$ cat config.mk
export PLATFORM = sky130hd
export DESIGN_NAME = uart_rx
export DESIGN_NICKNAME = d
export VERILOG_FILES = /design/src/rtl/uart_rx.sv
export SDC_FILE = /design/constraint.sdc
export NUM_CORES = 1
export LEC_CHECK = 0
export BUFFER_PORTS_ARGS = -buffer_cell sky130_fd_sc_hd__buf_2
export CAP_MARGIN = 30
export CORE_AREA = 2 2 87 89
export DETAILED_ROUTE_END_ITERATION = 8
export DIE_AREA = 0 0 89 91
export HOLD_SLACK_MARGIN = 0.02
export RECOVER_POWER = 25
export SYNTH_ARGS = -nofsm -noshare
export SYNTH_HDL_FRONTEND = slang
export SYNTH_SLANG_ARGS = --single-unit
$ cat constraint.sdc
create_clock -name clk -period 5.93 [get_ports clk]
set_clock_uncertainty 0.1 [all_clocks]
set_input_delay 0.593 -clock clk [delete_from_list [all_inputs] [get_ports clk]]
set_output_delay 0.593 -clock clk [all_outputs]
set_load 0.02 [all_outputs]
$ cat src/rtl/uart_rx.sv
// 8N1 UART receiver: 2-flop RX synchronizer, mid-bit sampling driven by a
// baud down-counter, sticky ready / framing-error / overrun flags.
module uart_rx #(
  parameter int BAUD_DIV = 5208,
  parameter int HALF_DIV = BAUD_DIV / 2
) (
  input  logic       clk,
  input  logic       rst_n,
  input  logic       RX,
  input  logic       clr_rdy,
  output logic [7:0] rx_data,
  output logic       rdy,
  output logic       frm_err,
  output logic       ovr
);

  localparam int CNT_W = $clog2(BAUD_DIV);
  localparam logic [CNT_W-1:0] HALF_LD = CNT_W'(HALF_DIV);
  localparam logic [CNT_W-1:0] BAUD_LD = CNT_W'(BAUD_DIV - 1);

  typedef enum logic [1:0] {IDLE, RECV, WAIT_IDLE} state_t;

  logic             rx_meta_q, rx_s_q;
  state_t           state_q, state_d;
  logic [CNT_W-1:0] cnt_q, cnt_d;
  logic [3:0]       bit_cnt_q, bit_cnt_d;
  logic [7:0]       shift_q, shift_d;
  logic [7:0]       rx_data_q, rx_data_d;
  logic             rdy_q, rdy_d;
  logic             frm_q, frm_d;
  logic             ovr_q, ovr_d;

  // Synchronize RX into the clk domain; preset high so reset looks like idle line.
  always_ff @(posedge clk or negedge rst_n) begin
    if (!rst_n) begin
      rx_meta_q <= 1'b1;
      rx_s_q    <= 1'b1;
    end else begin
      rx_meta_q <= RX;
      rx_s_q    <= rx_meta_q;
    end
  end

  // Control state and output flags.
  always_ff @(posedge clk or negedge rst_n) begin
    if (!rst_n) begin
      state_q   <= IDLE;
      cnt_q     <= '0;
      bit_cnt_q <= '0;
      rx_data_q <= 8'h00;
      rdy_q     <= 1'b0;
      frm_q     <= 1'b0;
      ovr_q     <= 1'b0;
    end else begin
      state_q   <= state_d;
      cnt_q     <= cnt_d;
      bit_cnt_q <= bit_cnt_d;
      rx_data_q <= rx_data_d;
      rdy_q     <= rdy_d;
      frm_q     <= frm_d;
      ovr_q     <= ovr_d;
    end
  end

  // Data shift register; only consumed after a full frame, so no reset needed.
  always_ff @(posedge clk) begin
    shift_q <= shift_d;
  end

  // Next-state: start detect, sample strobes, stop-bit handling, flag updates.
  always_comb begin
    state_d   = state_q;
    cnt_d     = cnt_q;
    bit_cnt_d = bit_cnt_q;
    shift_d   = shift_q;
    rx_data_d = rx_data_q;
    rdy_d     = rdy_q;
    frm_d     = frm_q;
    ovr_d     = ovr_q;

    // Consumer clear; a same-cycle set below overrides it.
    if (clr_rdy) begin
      rdy_d = 1'b0;
      frm_d = 1'b0;
      ovr_d = 1'b0;
    end

    case (state_q)
      IDLE: begin
        if (!rx_s_q) begin
          cnt_d     = HALF_LD;
          bit_cnt_d = 4'd0;
          state_d   = RECV;
        end
      end
      RECV: begin
        if (cnt_q != '0) begin
          cnt_d = cnt_q - 1'b1;
        end else begin
          cnt_d     = BAUD_LD;
          bit_cnt_d = bit_cnt_q + 4'd1;
          if (bit_cnt_q == 4'd0) begin
            // Start bit no longer low at mid-bit: treat as a glitch.
            if (rx_s_q) state_d = IDLE;
          end else if (bit_cnt_q < 4'd9) begin
            shift_d = {rx_s_q, shift_q[7:1]};
          end else if (rx_s_q) begin
            rx_data_d = shift_q;
            rdy_d     = 1'b1;
            if (rdy_q && !clr_rdy) ovr_d = 1'b1;
            state_d   = IDLE;
          end else begin
            frm_d   = 1'b1;
            state_d = WAIT_IDLE;
          end
        end
      end
      WAIT_IDLE: begin
        // Hold off through a break until the line returns high.
        if (rx_s_q) state_d = IDLE;
      end
      default: state_d = IDLE;
    endcase
  end

  assign rx_data = rx_data_q;
  assign rdy     = rdy_q;
  assign frm_err = frm_q;
  assign ovr     = ovr_q;

endmodule

==> results by group <==
Outcome
  – Status: finished with violations
  – Failing checks: max-capacitance violations, max-slew violations

Synth
  – Synth async-reset ratio: 80.00%
  – Syn Inst Count: 176
  – Main synth FF type: dfrtp_1
  – Syn Area/Cell: 11.08 sq um
  – Seq cells post-synth: 40
  – Synth top area cells: dfrtp_1 38%, edfxtp_1 12%, mux2_4 6.2%, a21oi_1 3.3%, dfstp_2 2.7%
  – EDFF count, synth: 8
  – Sequential fraction of the synthesis area: 53.50%
  – Synth top cells by count: 30 x dfrtp_1, 13 x a21oi_1, 12 x inv_1, 10 x nor2_1, 10 x o21ai_0
  – Yosys warns: 0
  – Area leader, netlist: dfrtp_1
  – Syn nets: 184
  – Cell area after synthesis: 1951 sq um
  – Yosys top cell area share: 38.49%
  – Distinct cells, synth: 48
  – Count leader, synth: dfrtp_1

Clock network
  – Clk slew on worst S/H paths: 80 ps
  – CTS max path bufs: 2
  – TritonCTS clock tree: done
  – Clk_lat worst skew: 290 ps
  – Depth of the CTS H-tree: 2
  – Post-CTS Setup Repair Bufs: 0
  – Clock Sinks: 40
  – Post-CTS Resized: 0
  – CTS buffer count: 5
  – CTS Hold Bufs: 0
  – Clk root buf: clkbuf_8

Critical path
  – CP required: 5740 ps
  – Critical Path Start Type: flop
  – CP Max Fanout: 17
  – Kind of critical path: flop to flop
  – R2R setup slack: 2730 ps
  – Reg-to-reg startpoint: cnt_q[8]
  – Worst Setup SP: cnt_q[8]
  – CP Capture Type: flop
  – Worst EP arrival: 3010 ps

Detailed routing
  – Met2 wire len: 1770 microns
  – DR top layer: met4
  – DRT antenna net count: 0
  – Drt wl/cell: 12.95 microns
  – Routed met1 length: 1745 microns
  – Final WL: 3703 microns
  – Met3 WL: 137 microns
  – Initial DRT Pass Iterations: 4
  – DRT iter0 DRCs: 88
  – Vias after detailed routing: 1377
  – Number of remaining DRC errors: 0
  – Vias/cell: 4.815

STA
  – Hold Violations, Final: 0
  – RSZ-0062 raised after global routing: false
  – Minimum clock period: 3202 ps
  – Setup TNS: 0 ps
  – Final period util: 53.99%
  – Relative slew slack: -15.10%
  – Endpoints failing setup: 0
  – Final slew viol count: 33
  – Worst Tran Pin Value: 1726 ps
  – Achievable Freq: 312.3 MHz

Die
  – Rows: 31
  – Die X: 89 microns
  – Die ar.: 8099 sq um
  – Io pins: 15
  – Core ar.: 7137 sq um
  – Die Y: 91 microns
  – Initial Util: 27.33%

Pwr
  – Switching part of the total: 20.35%
  – Lkg Pwr: 0.8917 nW
  – Gate power share: 1.1%
  – Peak supply drop: 95.69 uV
  – Reg power frac: 55.2%
  – NetSw: 103.7 uW
  – Pwr dens: 232.5 nW/um^2
  – Clk pwr share: 43.7%
  – Internal power: 405.9 uW

Hold path
  – HP Start: rx_meta_q
  – Hold Path Class: flop to flop

Global routing
  – Largest net degree at the start of global routing: 33
  – Total grt overflow: 0
  – GRT Util Overall: 10.18%
  – Initial antenna violation count: 0
  – First-pass GRT wire length: 6458 microns
  – Vias in the first global route: 1352

Final layout
  – Filler cells: 764
  – P&R area growth vs syn: 12.38%
  – Share of cells above drive strength 1: 18.18%
  – Final non-filler cell total: 286
  – Final nets: 194
  – # diodes: 0

Placed design
  – Routability congestion estimate: 0.7916
  – Port Buf Inserts: 14
  – DP HPWL: 2526 microns
  – DP Cell Count: 278

Run
  – Max cap viols: 1
-- metal layers --
metal  track usage [%]  vias to the layer above
met5                 0                        -
met4             3.358                        0
met1             13.29                      686
met2             16.23                       21
li1                  -                      666
met3             2.727                        4
-- worst paths after layout --
path / to / cells past startpoint
min in group asynchronous: rx_data[4] / 1
max in group asynchronous: cnt_q[8] / 1
worst min register to register: rx_s_q / 0
worst min-delay path: rx_s_q / 0
worst max register to register: shift_q[0] / 4
worst max-delay path: shift_q[0] / 4
-- flip-flops by register name, summed over array words and instances, names as in the netlist --
name	flops
rx_data	8
state_q	2
shift_q	8
frm_err	1
cnt_q	13
ovr	1
rx_s_q	1
bit_cnt_q	4
rx_meta_q	1
rdy	1
-- power by group through the flow --
stage / logic, mW / registers (mW) / clock network (mW)
2_1_floorplan: 0.000332 / 0.287 / 0
3_3_place_gp: 0.00596 / 0.287 / 0
3_5_place_dp: 0.00607 / 0.287 / 0
4_1_cts: 0.00603 / 0.281 / 0.229
5_1_grt: 0.00668 / 0.281 / 0.242
6_report: 0.00538 / 0.281 / 0.223
-- layout by cell type (no fill, tap or decap), types with 2 or more instances in the layout --
master	Yosys	final
o21ai_0	10	10
nand4_1	3	3
a21boi_0	2	2
mux2_4	8	8
o31ai_1	3	3
and3_1	2	2
nand3_1	5	5
edfxtp_1	8	8
o211ai_1	2	2
nor2b_1	3	3
inv_1	12	12
a21oi_1	13	13
nand2_1	5	5
a31oi_1	5	5
nor2_1	10	10
or4_1	4	4
nor3_1	5	5
ha_1	4	4
dfrtp_1	30	30
buf_2	1	13
o22a_1	3	3
clkbuf_8	0	5
nand2b_1	4	4
-- per-stage QoR --
stage               util (%)  setup WS (ps)  hold slack, ps  instance area [sq um]  power (mW)
CTS                    30.73           2739           268.0                   2193      0.5167
detailed placement     29.17           2698           256.4                   2082      0.2932
finish                 30.72           2728           270.5                   2192      0.5096
global route           30.72           2496           275.3                   2192      0.5305
global placement       29.17           2879           246.1                   2082      0.2929
floorplan                  -           3471           197.4                   1951      0.2871
-- critical path, stage by stage, from the launching register on --
cell and delay, ps:
dfrtp_1 430, nor3_1 540, and4_1 670, nand2_1 210, nor3_1 870
-- cell type report --
type / count / area [sq um] / share of cell area [%]
timing repair buffer: 14 / 68.82 / 3.139
sequential: 40 / 1044 / 47.60
multi-input combinational: 113 / 799.5 / 36.47
clock buffer: 5 / 68.82 / 3.139
tap: 99 / 123.9 / 5.651
clock inverter: 3 / 42.54 / 1.941
inverter: 12 / 45.04 / 2.055
-- kinds of logic (layout without fill, tap and decap cells) --
kind of cell,after synthesis,count (layout),synth area share [%]
buffers and inverters,23,34,5.516
AND/OR/NAND/NOR,51,51,15.59
AO/OA/AOI/OAI,50,50,16.68
flip-flops,40,40,53.50
adder cells (fa/ha/maj),4,4,2.566
multiplexers,8,8,6.158
Power figures use the tool's default switching activity.
